==> config.mk <==
export PLATFORM = sky130hd
export DESIGN_NAME = proc_sequencer
export DESIGN_NICKNAME = d
export VERILOG_FILES = /design/src/rtl/proc_sequencer_pkg.sv /design/src/rtl/proc_sequencer_exec_watchdog.sv /design/src/rtl/proc_sequencer.sv
export SDC_FILE = /design/constraint.sdc
export NUM_CORES = 1
export LEC_CHECK = 0
export CAP_MARGIN = 20
export CORE_MARGIN = 2
export CORE_UTILIZATION = 45
export CTS_CLUSTER_SIZE = 8
export DETAILED_ROUTE_END_ITERATION = 10
export PLACE_DENSITY = 0.7
export SYNTH_ARGS = -nofsm -noshare
export SYNTH_HDL_FRONTEND = slang
export SYNTH_SLANG_ARGS = --single-unit
==> constraint.sdc <==
create_clock -name Clock -period 2.7 [get_ports Clock]
set_input_delay 0.27 -clock Clock [delete_from_list [all_inputs] [get_ports Clock]]
set_output_delay 0.27 -clock Clock [all_outputs]
set_load 0.02 [all_outputs]
==> src/rtl/proc_sequencer_pkg.sv <==
// Shared definitions for the 16-bit processor core decode and its program sequencer:
// instruction fields, opcodes and sequencer state encoding.
package proc_sequencer_pkg;

  localparam int INSTR_W = 16;
  localparam int OP_LSB  = 0;
  localparam int OP_W    = 4;
  localparam int X_LSB   = 4;
  localparam int Y_LSB   = 7;
  localparam int REG_W   = 3;

  typedef logic [INSTR_W-1:0] instr_t;
  typedef logic [OP_W-1:0]    opcode_t;
  typedef logic [REG_W-1:0]   reg_sel_t;

  localparam opcode_t OP_MV   = 4'b0000;
  localparam opcode_t OP_MVI  = 4'b0001;
  localparam opcode_t OP_ADD  = 4'b0010;
  localparam opcode_t OP_HALT = 4'b1111;

  typedef enum logic [3:0] {
    S_IDLE,
    S_FETCH,
    S_WAIT,
    S_IFETCH,
    S_IWAIT,
    S_ISSUE,
    S_EXEC,
    S_HALT,
    S_ERROR
  } seq_state_t;

  function automatic opcode_t get_opcode(input instr_t w);
    return w[OP_LSB +: OP_W];
  endfunction

  function automatic reg_sel_t get_x(input instr_t w);
    return w[X_LSB +: REG_W];
  endfunction

  function automatic reg_sel_t get_y(input instr_t w);
    return w[Y_LSB +: REG_W];
  endfunction

  // Words occupied in program memory; unknown opcodes behave as single-word mv.
  function automatic logic [1:0] op_words(input opcode_t op);
    case (op)
      OP_MVI:         return 2'd2;
      OP_MV, OP_ADD:  return 2'd1;
      default:        return 2'd1;
    endcase
  endfunction

endpackage

==> src/rtl/proc_sequencer_exec_watchdog.sv <==
// Execute-phase watchdog: clearable/loadable up-counter that flags the cycle in which
// the count reaches TIMEOUT_CYC.
module exec_watchdog #(
  parameter int TIMEOUT_CYC = 15
) (
  input  logic                             clk,
  input  logic                             rst_n,
  input  logic                             clr_i,
  input  logic                             load_i,
  input  logic [$clog2(TIMEOUT_CYC+1)-1:0] load_val_i,
  input  logic                             inc_i,
  output logic                             expire_o
);

  localparam int CW = $clog2(TIMEOUT_CYC + 1);

  logic [CW-1:0] cnt_q, cnt_d;

  // NOTE: every combinational output gets a default first so no path can infer a latch.
  always_comb begin
    cnt_d = cnt_q;
    if (clr_i) begin
      cnt_d = '0;
    end else if (load_i) begin
      cnt_d = load_val_i;
    end else if (inc_i && (cnt_q != CW'(TIMEOUT_CYC))) begin
      cnt_d = cnt_q + 1'b1;
    end
  end

  // NOTE: state registers use non-blocking assignments so all flops update together.
  always_ff @(posedge clk or negedge rst_n) begin
    if (!rst_n) begin
      cnt_q <= '0;
    end else begin
      cnt_q <= cnt_d;
    end
  end

  // cnt_q holds the cycles already spent, so this is the cycle that makes it TIMEOUT_CYC.
  assign expire_o = inc_i && (cnt_q >= CW'(TIMEOUT_CYC - 1));

endmodule

==> src/rtl/proc_sequencer.sv <==
// Program sequencer: fetches instructions (and mvi immediates) from a synchronous ROM,
// drives the core's DIN/Run, advances pc on Done and detects halt, end and hang.
module proc_sequencer
  import proc_sequencer_pkg::*;
#(
  parameter int ADDR_W      = 8,
  parameter int PROG_LEN    = 256,
  parameter int TIMEOUT_CYC = 15,
  parameter int CNT_W       = 16
) (
  input  logic              Clock,
  input  logic              Resetn,
  input  logic              Start,
  output logic              mem_rd,
  output logic [ADDR_W-1:0] mem_addr,
  input  logic [15:0]       mem_data,
  output logic [15:0]       DIN,
  output logic              Run,
  input  logic              Done,
  output logic              Busy,
  output logic              Halted,
  output logic              Error,
  output logic [ADDR_W-1:0] pc,
  output logic [CNT_W-1:0]  retired
);

  localparam int PW = ADDR_W + 1;
  localparam logic [PW-1:0] PROG_END  = PW'(PROG_LEN);
  localparam logic [PW-1:0] LAST_ADDR = PW'(PROG_LEN - 1);

  seq_state_t        state_q, state_d;
  logic [ADDR_W-1:0] pc_q, pc_d;
  logic [CNT_W-1:0]  retired_q, retired_d;
  instr_t            instr_q, instr_d;
  instr_t            imm_q, imm_d;
  logic              mem_rd_q;
  logic [ADDR_W-1:0] mem_addr_q;
  logic              busy_q, halted_q, error_q;

  logic              wd_clr, wd_inc, wd_expire;
  logic [PW-1:0]     pc_ext, pc_next;

  assign pc_ext  = {1'b0, pc_q};
  // Extra bit lets the end-of-program check see PROG_LEN even when it equals 2**ADDR_W.
  assign pc_next = pc_ext + PW'(op_words(get_opcode(instr_q)));

  exec_watchdog #(
    .TIMEOUT_CYC(TIMEOUT_CYC)
  ) u_watchdog (
    .clk        (Clock),
    .rst_n      (Resetn),
    .clr_i      (wd_clr),
    .load_i     (1'b0),
    .load_val_i ('0),
    .inc_i      (wd_inc),
    .expire_o   (wd_expire)
  );

  always_comb begin
    state_d   = state_q;
    pc_d      = pc_q;
    retired_d = retired_q;
    instr_d   = instr_q;
    imm_d     = imm_q;
    wd_clr    = 1'b0;
    wd_inc    = 1'b0;
    unique case (state_q)
      S_IDLE, S_HALT, S_ERROR: begin
        if (Start) begin
          state_d   = S_FETCH;
          pc_d      = '0;
          retired_d = '0;
        end
      end
      S_FETCH: state_d = S_WAIT;
      S_WAIT: begin
        instr_d = mem_data;
        if (get_opcode(mem_data) == OP_HALT) begin
          state_d = S_HALT;
        end else if (get_opcode(mem_data) == OP_MVI) begin
          // An immediate beyond the last valid word can never be fetched.
          state_d = (pc_ext == LAST_ADDR) ? S_ERROR : S_IFETCH;
        end else begin
          state_d = S_ISSUE;
        end
      end
      S_IFETCH: state_d = S_IWAIT;
      S_IWAIT: begin
        imm_d   = mem_data;
        state_d = S_ISSUE;
      end
      S_ISSUE: begin
        wd_clr  = 1'b1;
        state_d = S_EXEC;
      end
      S_EXEC: begin
        wd_inc = 1'b1;
        if (Done) begin
          retired_d = (&retired_q) ? retired_q : retired_q + 1'b1;
          pc_d      = pc_next[ADDR_W-1:0];
          state_d   = (pc_next >= PROG_END) ? S_HALT : S_FETCH;
        end else if (wd_expire) begin
          state_d = S_ERROR;
        end
      end
      default: state_d = S_IDLE;
    endcase
  end

  always_ff @(posedge Clock or negedge Resetn) begin
    if (!Resetn) begin
      state_q    <= S_IDLE;
      pc_q       <= '0;
      retired_q  <= '0;
      instr_q    <= '0;
      imm_q      <= '0;
      mem_rd_q   <= 1'b0;
      mem_addr_q <= '0;
      busy_q     <= 1'b0;
      halted_q   <= 1'b0;
      error_q    <= 1'b0;
    end else begin
      state_q    <= state_d;
      pc_q       <= pc_d;
      retired_q  <= retired_d;
      instr_q    <= instr_d;
      imm_q      <= imm_d;
      mem_rd_q   <= (state_d == S_FETCH) || (state_d == S_IFETCH);
      mem_addr_q <= (state_d == S_IFETCH) ? pc_d + 1'b1 : pc_d;
      busy_q     <= !(state_d inside {S_IDLE, S_HALT, S_ERROR});
      halted_q   <= (state_d == S_HALT);
      error_q    <= (state_d == S_ERROR);
    end
  end

  // Run and DIN come only from registers, so Done never reaches them combinationally.
  assign Run      = (state_q == S_ISSUE) || (state_q == S_EXEC);
  assign DIN      = ((state_q == S_EXEC) && (get_opcode(instr_q) == OP_MVI)) ? imm_q : instr_q;
  assign mem_rd   = mem_rd_q;
  assign mem_addr = mem_addr_q;
  assign Busy     = busy_q;
  assign Halted   = halted_q;
  assign Error    = error_q;
  assign pc       = pc_q;
  assign retired  = retired_q;

endmodule

After elaboration in Yosys (flattened, before gate mapping)
Index checks and enable logic that the tools add are counted.
Widths: inputs -> output; s select.
{ "word_totals": {"register_bits": 76, "word_cells": 73} }
{ "classes": {"addsub": 4, "magnitude_cmp": 2, "eq_ne": 20, "mux": 22, "n_reduce_logical": 14} }
{ "op_table": {"columns": ["operator", "count"], "rows": [
  ["$mux 16", 4],
  ["$mux 4", 8],
  ["$pmux 16 s2", 1],
  ["$pmux 4 s7", 1],
  ["$mux 8", 3],
  ["$eq 4x3->1 const B", 5],
  ["$add 16x1->16 const B", 1],
  ["$eq 4x1->1 const B", 4],
  ["$pmux 8 s2", 1],
  ["$reduce_and 16->1", 1],
  ["$eq 4x2->1 const B", 3],
  ["$eq 4x4->1 const B", 3],
  ["$add 8x2->9", 1],
  ["$ge 9x9->1 const B", 1],
  ["$add 8x1->8 const B", 1],
  ["$eq 8x8->1 const B", 1],
  ["$logic_not 4->1", 2],
  ["$ne 2x2->1 const B", 3],
  ["$add 4x1->4 const B", 1],
  ["$ge 4x4->1 const B", 1],
  ["$ne 4x4->1 const B", 1],
  ["$reduce_and 4->1", 1],
  ["$reduce_bool 2->1", 2],
  ["$logic_and 1x1->1", 3],
  ["7 further kinds", 9]
]} }

Longest topological paths before layout
Gate-level depths: netlist (run 1).
{ "depth": {"depth_word": 10, "ltp_mapped": 10, "depth_no_buf": 9} }

By module
Synthesis (run 1) repeated with hierarchy kept, for this count alone.
{ "unflattened": {"hier_cells": 379, "area_unflattened_um2": 3910.0} }
{ "by_module_without_submodules": {"columns": ["mod", "n_inst", "cells_per_inst", "area_per_inst_um2", "seq_area_each_um2"], "rows": [
  ["proc_sequencer", 1, 350, 3624.7, 1801.7],
  ["exec_watchdog", 1, 29, 285.3, 100.1]
]} }

Worst setup path before layout (run 1)
No wires, ideal clock.
{ "synth_timing": {"kind": "register -> register", "from": "register instr_q[1]", "to": "register mem_addr_q[6] (netlist: mem_addr[6])", "t_arrival_ns": 2.634, "path_slack_ns": -0.066, "path_stages_with_launch": 10, "period_less_slack_ns": 2.766, "cell_sequence": "dfrtp_1 > or4b_2 > ha_1 > fa_1 > and2_1 > a211oi_1 > o21ai_0 > a21boi_1 > nand4_1 > xnor2_1"} }
{ "synth_between": {"elab_chain_cells": 9, "elab_cells_between_ends": 12, "cone_classes": "add/sub: 2; order compare: 1; eq/ne: 2; mux: 7"} }
{ "synth_rtl": {"columns": ["element", "line_no", "text"], "rows": [
  ["from (decl)", "proc_sequencer.sv:34", "instr_t instr_q, instr_d;"],
  ["from (signal assigned)", "proc_sequencer.sv:126", "instr_q <= instr_d;"],
  ["$eq 4x1->1 (*)", "proc_sequencer_pkg.sv:47", "case (op)"],
  ["$mux 2 (*)", "proc_sequencer_pkg.sv:47", null],
  ["$add 8x2->9 (*)", "proc_sequencer.sv:45", "assign pc_next = pc_ext + PW'(op_words(get_opcode(instr_q)));"],
  ["$ge 9x9->1", "proc_sequencer.sv:101", "state_d = (pc_next >= PROG_END) ? S_HALT : S_FETCH;"],
  ["$mux 3", "proc_sequencer.sv:101", null],
  ["$mux 4", "proc_sequencer.sv:98", "if (Done) begin"],
  ["$pmux 4 s7", "proc_sequencer.sv:67", "unique case (state_q)"],
  ["$eq 4x2->1", "proc_sequencer.sv:129", "mem_addr_q <= (state_d == S_IFETCH) ? pc_d + 1'b1 : pc_d;"],
  ["$mux 8 (*)", "proc_sequencer.sv:129", null],
  ["to (signal assigned)", "proc_sequencer.sv:129", null],
  ["to (decl)", "proc_sequencer.sv:37", "logic [ADDR_W-1:0] mem_addr_q;"]
]} }
Mark *: on every way between the ends. The rest lies on a longest branch, timed or not.
A chain may end at the register's enable or synchronous reset.

Worst setup path after layout (run 1)
{ "layout_timing": {"from": "register instr_q[2]", "to": "register busy_q (netlist: Busy)"} }
{ "layout_between": {"elab_chain_cells": 10, "elab_cells_between_ends": 12, "cone_classes": "add/sub: 1; order compare: 1; eq/ne: 3; mux: 4; reduce/logical: 3"} }
{ "layout_rtl": {"columns": ["element", "line_no", "text"], "rows": [
  ["$eq 4x1->1 (*)", "proc_sequencer_pkg.sv:47", null],
  ["$mux 2 (*)", "proc_sequencer_pkg.sv:47", null],
  ["$add 8x2->9 (*)", "proc_sequencer.sv:45", null],
  ["$ge 9x9->1 (*)", "proc_sequencer.sv:101", null],
  ["$mux 3 (*)", "proc_sequencer.sv:101", null],
  ["$mux 4 (*)", "proc_sequencer.sv:98", null],
  ["$pmux 4 s7 (*)", "proc_sequencer.sv:67", null],
  ["$eq 4x3->1 (tied with other cells)", "proc_sequencer.sv:130", "busy_q <= !(state_d inside {S_IDLE, S_HALT, S_ERROR});"],
  ["$reduce_bool 3->1 (*)", "proc_sequencer.sv:130", null],
  ["$logic_not 1->1 (*)", "proc_sequencer.sv:130", null],
  ["to (signal assigned)", "proc_sequencer.sv:130", null],
  ["to (decl)", "proc_sequencer.sv:38", "logic busy_q, halted_q, error_q;"]
]} }
Marks and branches as above.

==> results.yml, run 1 <==
run_status:
  outcome: "finished, final reports clean"
placement:
  globalplace.congestion: 0.847
  dpl_worst_slack_ps: 14.0
  port_buffers: 72
  post-dp-hpwl_um: 6330
sta:
  period_share_pct: 96.8
  slew_viol_final: 0
  min_cycle_time_layout_ps: 2610
  grt_setup_unrepaired: "yes"
  max_slew.worst_pin.slew_ps: 964
  relSlewSlack_pct: 35.7
  report.final.setup_viol: 0
  max_clock_freq_mhz: 383
  final_critical_path_setup_slack_ps: 86.5
  finalHoldViolCount: 0
  hold_slack_ps: 41.8
  worst_clock_skew_ps: 16.3
synth:
  syn_nets: 412
  netlist.top_cell.by_area: "sky130_fd_sc_hd__dfrtp_1"
  postSynthAreaPerCell_um2: 10.2
  synthArstFlopShare_pct: 100
  yosysWarnings: 0
  synth.yosys.seq_area_share_pct: 48.4
  postSynthCellCount: 385
  synthesis.area_um2: 3930
  netlist-cell-type-count: 60
  netlist.area_leader.share_pct: 48.4
  post_synth_main_area_contributors: "sky130_fd_sc_hd__dfrtp_1 48%, sky130_fd_sc_hd__mux2_2 9.5%, sky130_fd_sc_hd__nand2_1 6.2%"
  edff_count_synth: 0
  synthFlopType: "sky130_fd_sc_hd__dfrtp_1"
  synth.ff_latch_count: 76
global_route:
  first_pass_grt_wire_length_um: 15400
  first_global_vias: 3172
  global_route.usage.total_pct: 19.9
  grt_max_degree: 77
  grt_remaining_overflow: 0
  number_of_antenna_violations_at_the_first_check_in_global_routing: 0
worst_setup_path:
  crit-reg2reg-capture: "Busy$_DFF_PN0_"
  reg2reg_depth: 9
  worstSetupEndpointType: "flop"
  timing.critical_path.required_ps: 2910
  slack_of_the_worst_reg_to_reg_path_ps: 90
  worstPathArrival_ps: 2830
  rr_startpoint: "instr_q[2]$_DFFE_PN0P_"
  critical_path.max_fanout: 3
  start_kind: "flop"
  path_class: "reg2reg"
floorplan:
  die_area_um2: 9490
  initial_utilization_pct: 45.7
  coreArea_um2: 8590
  floorplan.die.height_um: 97.4
  fp.dieW_um: 97.4
  placementRows: 34
  io-pin-count: 73
route:
  postRouteAntennaNets: 0
  first_pass_iters: 4
  remaining_drcs: 0
  routedWlPerCell_um: 15.6
  vias: 3169
  wl_um: 9070
  mean_number_of_vias_per_cell: 5.44
  drt_iter0_drcs: 151
power_and_ir_drop:
  pwr_density_cell_nw_per_um2: 931
  power_switching_share_pct: 37.8
  power.internal_mw: 2.95
  pwr-share-clk_pct: 20.9
  share_seq_of_total_power_pct: 36.8
  total_leakage_power_nw: 2.24
  share_comb_of_total_power_pct: 42.4
  p_sw_mw: 1.80
  ir_drop_uv: 587
finish:
  diodes: 0
  area.growth.synth_to_final_pct: 29.9
  finish.net_count: 497
  layout_common_cells: "76 x sky130_fd_sc_hd__dfrtp_1, 65 x sky130_fd_sc_hd__nand2_1, 55 x sky130_fd_sc_hd__clkdlybuf4s50_1, 33 x sky130_fd_sc_hd__mux2_2, 28 x sky130_fd_sc_hd__o21ai_0"
  fillers: 763
  commonest_non_fill_non_tap_cell_in_the_layout: "sky130_fd_sc_hd__dfrtp_1"
  layout_cell_share_with_drive_strength_beyond_1_pct: 20.6
clock_network:
  clock_sink_count: 76
  cts_setup_buffers: 0
  cts_tree: "built"
  hold_buffers: 0
  path_clk_slew_ps: 90
  cts_buffer_depth: 2
  clk-insertion-delay-late_ps: 350
  htreeDepth: 3
  numCtsBuffers: 9
  root_buffer: "sky130_fd_sc_hd__clkbuf_8"
min_path:
  hold_crit_path_type: "in2async"
flow_run:
  maxCapViolations: 0
## synthesized netlist by cell type (4+ instances only)
cell type,instances
sky130_fd_sc_hd__a21oi_1,7
sky130_fd_sc_hd__inv_1,12
sky130_fd_sc_hd__a31oi_1,9
sky130_fd_sc_hd__buf_4,5
sky130_fd_sc_hd__xor2_1,4
sky130_fd_sc_hd__dfrtp_1,76
sky130_fd_sc_hd__xnor2_1,5
sky130_fd_sc_hd__nand2b_1,4
sky130_fd_sc_hd__o21ai_0,29
sky130_fd_sc_hd__buf_2,8
sky130_fd_sc_hd__nand2_1,65
sky130_fd_sc_hd__nor3_1,7
sky130_fd_sc_hd__nor2_1,20
sky130_fd_sc_hd__ha_1,6
sky130_fd_sc_hd__o31ai_1,10
sky130_fd_sc_hd__and3_1,4
sky130_fd_sc_hd__a21o_1,4
sky130_fd_sc_hd__nand3_1,17
sky130_fd_sc_hd__mux2_2,33
sky130_fd_sc_hd__nand4_1,9
## power groups by stage
stage	sequential [mW]	clock [mW]	combinational (mW)
6_report	1.75	0.993	2.01
3_5_place_dp	1.76	0	2.06
4_1_cts	1.75	1.02	2.00
2_1_floorplan	1.73	0	1.34
5_1_grt	1.80	1.06	2.21
3_3_place_gp	1.74	0	2.03
## worst max path at each step
stage	from	endpoint	slack (ps)	cells after the start
final	instr_q[2]$_DFFE_PN0P_	Busy$_DFF_PN0_	90	9
after global routing	instr_q[2]$_DFFE_PN0P_	Busy$_DFF_PN0_	-30	9
after CTS	instr_q[1]$_DFFE_PN0P_	mem_addr[6]$_DFF_PN0_	10	9
after detailed placement	instr_q[1]$_DFFE_PN0P_	mem_addr[6]$_DFF_PN0_	10	9
after global placement	instr_q[1]$_DFFE_PN0P_	mem_addr[6]$_DFF_PN0_	40	9
after floorplan	instr_q[1]$_DFFE_PN0P_	mem_addr[6]$_DFF_PN0_	120	9
## cell type report
cell class / count / area, µm² / area share [%]
clock inverters: 7 / 104 / 2.03
repair buffers: 91 / 852 / 16.7
clock buffers: 9 / 124 / 2.43
well taps: 108 / 135 / 2.65
inverters: 12 / 47.5 / 0.932
flip-flops and latches: 76 / 1900 / 37.3
multi-input cells: 280 / 1940 / 38.0
## cell families (layout without fill, tap and decap cells)
group / after synthesis / after routing / share of synthesized area (%)
and+or+nand+nor: 152 / 152 / 20.3
AOI/OAI and AO/OA: 79 / 79 / 13.6
DFF: 76 / 76 / 48.4
muxes: 33 / 33 / 9.46
buffers and inverters: 29 / 119 / 3.89
xor gates and xnor gates: 9 / 9 / 2.01
adders and majority gates: 7 / 7 / 2.42
## flip-flops by register name (all words and copies together) (netlist names), 4 cells and up
name	count
imm_q	16
instr_q	16
retired	16
mem_addr	8
pc	8
state_q	4
u_watchdog.cnt_q	4
## through the flow
step           instance area (µm²)  total power, mW  utilization [%]  TNS, ps  cells
4_1_cts                       5050             4.76             58.8        0    583
3_3_place_gp                  4830             3.78             56.2        0    567
3_5_place_dp                  4830             3.83             56.2        0    567
6_report                      5100             4.75             59.4        0    583
2_1_floorplan                 3950             3.07                -        0    385
5_1_grt                       5100             5.07             59.4    -44.2    583
## layer usage
metal,up-vias,global-route usage [%],share of wire (%)
met5,-,0,0
met4,0,6.62,1.2
met3,11,3.60,5.0
met2,92,32.0,47
met1,1523,27.3,46
li1,1543,-,-
## worst max-delay path, cell delays in order (launching register included)
cell and delay, ps:
sky130_fd_sc_hd__dfrtp_1 390, sky130_fd_sc_hd__or4b_4 590, sky130_fd_sc_hd__inv_4 90, sky130_fd_sc_hd__fa_2 220, sky130_fd_sc_hd__nand2_1 80, sky130_fd_sc_hd__or4_4 540
sky130_fd_sc_hd__a31oi_4 220, sky130_fd_sc_hd__nor3_2 90, sky130_fd_sc_hd__nor3_2 200, sky130_fd_sc_hd__a31oi_1 60
## what timing repair did
action                                 CTS  global route
gates resized for setup                 14            15
endpoints found under the hold margin    0             0
setup endpoints to repair               15             8
pin swaps                                1             6
Power figures use the tool's default switching activity.
==> run 2: changes to the inputs <==
--- a/config.mk
+++ b/config.mk
@@ -8,9 +8,11 @@
 export CAP_MARGIN = 20
 export CORE_MARGIN = 2
 export CORE_UTILIZATION = 45
+export CTS_CLUSTER_DIAMETER = 60
 export CTS_CLUSTER_SIZE = 8
 export DETAILED_ROUTE_END_ITERATION = 10
-export PLACE_DENSITY = 0.7
+export GPL_ROUTABILITY_DRIVEN = 0
+export PLACE_DENSITY = 0.78
 export SYNTH_ARGS = -nofsm -noshare
 export SYNTH_HDL_FRONTEND = slang
 export SYNTH_SLANG_ARGS = --single-unit
==> results.yml, run 2 (synthesis results as in run 1) <==
worst_setup_path:
  critPathBufInv: 0
  cpPeakStageDelay_ps: 590
  path_class: "reg2reg"
  crit_path_cell_trace: "or4b_4 -> ha_4 -> fa_2 -> and2_4 -> nor2_2 -> a41oi_2 -> a21boi_2 -> nand4_1 -> xnor2_1"
  worstPathArrival_ps: 2830
  critical_path.max_fanout: 3
  start_kind: "flop"
  cp_slowest_cell: "sky130_fd_sc_hd__or4b_4"
  worstSetupEndpointType: "flop"
  timing.critical_path.required_ps: 2940
  critical-path-top-delay-family: "simple AND/OR/NAND/NOR gates"
placement:
  post-dp-hpwl_um: 6130
  dpl_worst_slack_ps: -51.8
  port_buffers: 72
  numPlacedInstances: 563
route:
  postRouteAntennaNets: 0
  remaining_drcs: 0
  mean_number_of_vias_per_cell: 5.61
  drt_iter0_drcs: 150
  vias: 3263
  first_pass_iters: 5
  wl_um: 9190
  routedWlPerCell_um: 15.8
sta:
  report.final.setup_viol: 0
  relSlewSlack_pct: 38.4
  max_slew.worst_pin.slew_ps: 924
  hold_slack_ps: 46.4
  slew_viol_final: 0
  max_clock_freq_mhz: 387
  grt_setup_unrepaired: "yes"
  finalHoldViolCount: 0
  final_critical_path_setup_slack_ps: 113
  worst_clock_skew_ps: 14.3
  period_share_pct: 95.8
  min_cycle_time_layout_ps: 2590
finish:
  layout_cell_share_with_drive_strength_beyond_1_pct: 21.1
  diodes: 0
  area.growth.synth_to_final_pct: 30.8
  fillers: 700
  layout_common_cells: "76 x sky130_fd_sc_hd__dfrtp_1, 63 x sky130_fd_sc_hd__nand2_1, 55 x sky130_fd_sc_hd__clkdlybuf4s50_1, 33 x sky130_fd_sc_hd__mux2_2, 27 x sky130_fd_sc_hd__o21ai_0"
  utilization_pct: 59.8
  commonest_non_fill_non_tap_cell_in_the_layout: "sky130_fd_sc_hd__dfrtp_1"
  final-instance-count-excl-fill: 582
  finish.net_count: 496
clock_network:
  cts_tree: "built"
  cts_buffer_depth: 2
  htreeDepth: 3
  root_buffer: "sky130_fd_sc_hd__clkbuf_8"
  clk-insertion-delay-late_ps: 360
  numCtsBuffers: 9
  path_clk_slew_ps: 100
  clock_sink_count: 76
  hold_buffers: 0
flow_run:
  maxCapViolations: 0
power_and_ir_drop:
  ir_drop_uv: 571
  total_leakage_power_nw: 2.33
  pwr_density_cell_nw_per_um2: 925
  total_power_mw: 4.75
floorplan:
  fp.dieW_um: 97.4
  io-pin-count: 73
  coreArea_um2: 8590
  die_area_um2: 9490
  placementRows: 34
  floorplan.die.height_um: 97.4
  initial_utilization_pct: 45.7
global_route:
  grt_max_degree: 77
  number_of_antenna_violations_at_the_first_check_in_global_routing: 0
  global_route.usage.total_pct: 19.5
  first_global_vias: 3164
  grt_remaining_overflow: 0
  first_pass_grt_wire_length_um: 15200
run_status:
  outcome: "finished, final reports clean"
min_path:
  hold_crit_path_type: "in2async"
run 2: changes by cell type in the layout (fill, tap and decap cells not counted), sizes merged:
cell	previous run	this run
inv	17	16
bufinv	2	1
dlymetal6s2s	3	15
clkinvlp	0	2
buf	20	19
dlygate4sd2	13	1
run 2: worst paths after layout:
kind | startpoint | slack [ps] | depth (start not counted) | to
setup / recovery | instr_q[1]$_DFFE_PN0P_ | 110 | 9 | mem_addr[6]$_DFF_PN0_
max in group asynchronous | Resetn | 2060 | 1 | instr_q[7]$_DFFE_PN0P_
hold reg to reg | retired[11]$_DFFE_PN0P_ | 510 | 1 | retired[11]$_DFFE_PN0P_
setup reg to reg | instr_q[1]$_DFFE_PN0P_ | 110 | 9 | mem_addr[6]$_DFF_PN0_
hold / removal | Resetn | 50 | 1 | retired[10]$_DFFE_PN0P_
min in group Clock | retired[11]$_DFFE_PN0P_ | 510 | 1 | retired[11]$_DFFE_PN0P_
run 2: report_power, final:
group	leakage (nW)	internal [mW]	total, mW	switching [mW]
logic	1.25	0.995	2.07	1.08
registers	0.979	1.48	1.76	0.279
clock network	0.0988	0.443	0.919	0.476
run 2: final cells by class:
class / count / area, µm² / area share, %
Clock buffer: 9 / 124 / 2.41
Clock inverter: 7 / 82.6 / 1.61
Inverter: 12 / 47.5 / 0.925
Multi-Input combinational cell: 280 / 1950 / 38.0
Sequential cell: 76 / 1900 / 37.0
Tap cell: 108 / 135 / 2.63
Timing Repair Buffer: 90 / 893 / 17.4
run 2: metal layers:
layer | routed length, µm | global-route usage, % | up-vias
li1 | - | - | 1556
met1 | 4060 | 27.3 | 1600
met2 | 4590 | 30.1 | 96
met3 | 407 | 3.96 | 11
met4 | 124 | 7.16 | 0
met5 | 0 | 0 | -
run 2: timing repair:
action	in CTS	in global routing
setup buffers	0	3
setup endpoints to repair	16	21
resized for setup	8	27
pin swaps	2	6
run 2: stage by stage:
stage	TNS (ps)	instance area, µm²
after floorplan	0	3950
final	0	5140
after CTS	0	5030
after global routing	-13.1	5140
after global placement	0	4800
after detailed placement	-51.8	4800
==> run 3: changes to the inputs <==
--- a/config.mk
+++ b/config.mk
@@ -5,14 +5,14 @@
 export SDC_FILE = /design/constraint.sdc
 export NUM_CORES = 1
 export LEC_CHECK = 0
-export CAP_MARGIN = 20
 export CORE_MARGIN = 2
-export CORE_UTILIZATION = 45
+export CORE_UTILIZATION = 47
 export CTS_CLUSTER_DIAMETER = 60
 export CTS_CLUSTER_SIZE = 8
 export DETAILED_ROUTE_END_ITERATION = 10
 export GPL_ROUTABILITY_DRIVEN = 0
-export PLACE_DENSITY = 0.78
+export HOLD_SLACK_MARGIN = 0.06
+export PLACE_DENSITY = 0.81
 export SYNTH_ARGS = -nofsm -noshare
 export SYNTH_HDL_FRONTEND = slang
 export SYNTH_SLANG_ARGS = --single-unit
==> results.yml, run 3 (synthesis results as in run 1) <==
run_status:
  outcome: "finished, violations left"
  violations_in_the_final_reports: "setup timing"
finish:
  diodes: 0
  fillers: 648
  area.growth.synth_to_final_pct: 30.0
  commonest_non_fill_non_tap_cell_in_the_layout: "sky130_fd_sc_hd__dfrtp_1"
  finish.net_count: 497
  final-instance-count-excl-fill: 580
  layout_cell_share_with_drive_strength_beyond_1_pct: 21.3
  layout_common_cells: "76 x sky130_fd_sc_hd__dfrtp_1, 64 x sky130_fd_sc_hd__nand2_1, 55 x sky130_fd_sc_hd__clkdlybuf4s50_1, 33 x sky130_fd_sc_hd__mux2_2, 27 x sky130_fd_sc_hd__o21ai_0"
worst_setup_path:
  startpoint: "instr_q[1]$_DFFE_PN0P_"
  critPathCapture: "mem_addr[6]$_DFF_PN0_"
  crit_path_cell_trace: "or4b_4 -> ha_4 -> fa_2 -> and2_4 -> a211oi_2 -> o21ai_2 -> a21boi_2 -> nand4_1 -> xnor2_1"
  critPathBufInv: 0
  cp_slowest_cell: "sky130_fd_sc_hd__or4b_4"
  cpPeakStageDelay_ps: 610
  timing.critical_path.depth: 9
  critical-path-top-delay-family: "simple AND/OR/NAND/NOR gates"
  crit-reg2reg-capture: "mem_addr[6]$_DFF_PN0_"
  reg2reg_depth: 9
  slack_of_the_worst_reg_to_reg_path_ps: -20
  timing.critical_path.required_ps: 2930
  path_class: "reg2reg"
  rr_startpoint: "instr_q[1]$_DFFE_PN0P_"
  worstSetupEndpointType: "flop"
  worstPathArrival_ps: 2950
  start_kind: "flop"
  critical_path.max_fanout: 3
route:
  mean_number_of_vias_per_cell: 5.70
  remaining_drcs: 0
  routedWlPerCell_um: 16.4
  wl_um: 9500
  vias: 3307
  drt_iter0_drcs: 280
  postRouteAntennaNets: 0
  first_pass_iters: 5
floorplan:
  fp.dieW_um: 95.4
  initial_utilization_pct: 48.1
  placementRows: 33
  die_area_um2: 9110
  io-pin-count: 73
  floorplan.die.height_um: 95.4
  coreArea_um2: 8180
flow_run:
  maxCapViolations: 0
sta:
  grt_setup_unrepaired: "yes"
  fin_tns_setup_ps: -19.7
  max_slew.worst_pin.slew_ps: 931
  period_share_pct: 101
  finalHoldViolCount: 0
  worst_clock_skew_ps: 10.2
  relSlewSlack_pct: 37.9
  min_cycle_time_layout_ps: 2720
  slew_viol_final: 0
  final_critical_path_setup_slack_ps: -19.7
  max_clock_freq_mhz: 368
  report.final.setup_viol: 1
global_route:
  first_pass_grt_wire_length_um: 14900
  grt_remaining_overflow: 0
  grt_max_degree: 77
  first_global_vias: 3076
  global_route.usage.total_pct: 21.5
  number_of_antenna_violations_at_the_first_check_in_global_routing: 0
placement:
  post-dp-hpwl_um: 6440
  port_buffers: 72
  numPlacedInstances: 560
power_and_ir_drop:
  ir_drop_uv: 620
  total_leakage_power_nw: 2.24
  pwr_density_cell_nw_per_um2: 935
clock_network:
  cts_buffer_depth: 2
  numCtsBuffers: 9
  root_buffer: "sky130_fd_sc_hd__clkbuf_8"
  path_clk_slew_ps: 80
  clock_sink_count: 76
  clk-insertion-delay-late_ps: 350
  cts_tree: "built"
  htreeDepth: 3
min_path:
  hold_crit_path_type: "in2async"
run 3: cell types whose count changed in the layout (fill, tap and decap cells not counted), moves of 2 or more:
cell | before | now
sky130_fd_sc_hd__dlygate4sd2_1 | 1 | 15
sky130_fd_sc_hd__dlymetal6s2s_1 | 15 | 1
sky130_fd_sc_hd__buf_4 | 18 | 20
sky130_fd_sc_hd__clkinv_2 | 0 | 2
sky130_fd_sc_hd__inv_6 | 3 | 1
sky130_fd_sc_hd__nand2_2 | 5 | 3
run 3: layer usage:
metal | routed length [µm] | track usage (%) | share of wire (%) | vias up
met5 | 0 | 0 | 0 | -
met1 | 4000 | 28.1 | 42 | 1643
met3 | 405 | 4.03 | 4.3 | 13
li1 | - | - | - | 1549
met4 | 165 | 8.21 | 1.7 | 0
met2 | 4930 | 35.7 | 52 | 102
run 3: what timing repair did:
| item | 4_1_cts | 5_1_grt |
|---|---|---|
| pin swaps | 3 | 14 |
| endpoints found under the hold margin | 0 | 0 |
| gates resized for setup | 22 | 13 |
| hold buffers | 0 | 0 |
| setup buffers | 1 | 3 |
| setup endpoints to repair | 19 | 7 |
run 3: metrics by stage:
step | setup WS, ps | hold WS [ps] | cell area [µm²] | power (mW) | utilization (%)
after floorplan | 120 | -25.6 | 3950 | 3.07 | -
after global placement | 31.4 | 467 | 4800 | 3.74 | 58.7
final | -19.7 | 38.3 | 5110 | 4.78 | 62.5
after detailed placement | -38.3 | 468 | 4800 | 3.83 | 58.7
after CTS | -15.0 | 88.5 | 5040 | 4.74 | 61.6
after global routing | -62.1 | 121 | 5110 | 5.09 | 62.5
run 3: worst min path at each step:
stage	start	endpoint	slack [ps]	cells after the start
detailed placement	Resetn	retired[15]$_DFFE_PN0P_	470	1
global route	Resetn	retired[11]$_DFFE_PN0P_	120	1
floorplan	Resetn	Busy$_DFF_PN0_	-30	0
CTS	Resetn	retired[11]$_DFFE_PN0P_	90	1
global placement	Resetn	retired[15]$_DFFE_PN0P_	470	1
finish	Resetn	retired[11]$_DFFE_PN0P_	40	1
run 3: cell type report:
type	instances	area (µm²)	area share, %
inverter	12	47.5	0.931
sequential	76	1900	37.2
tap	105	131	2.57
multi-input combinational	280	1960	38.4
clock inverter	6	86.3	1.69
clock buffer	10	138	2.69
timing repair buffer	91	845	16.5
run 3: power by group:
part	internal, mW	switching (mW)	total [mW]	leakage, nW
clock network	0.545	0.421	0.966	0.113
logic	0.940	1.11	2.05	1.15
registers	1.49	0.272	1.76	0.979
total	2.97	1.81	4.78	2.24
run 3: worst reg2reg max path: cells and delay by family, from the launching register on:
kind,cells,cell delay [ps]
compound gates,3,540
xor+xnor,1,160
fa+ha+maj,2,560
flops,1,400
simple gates,3,960
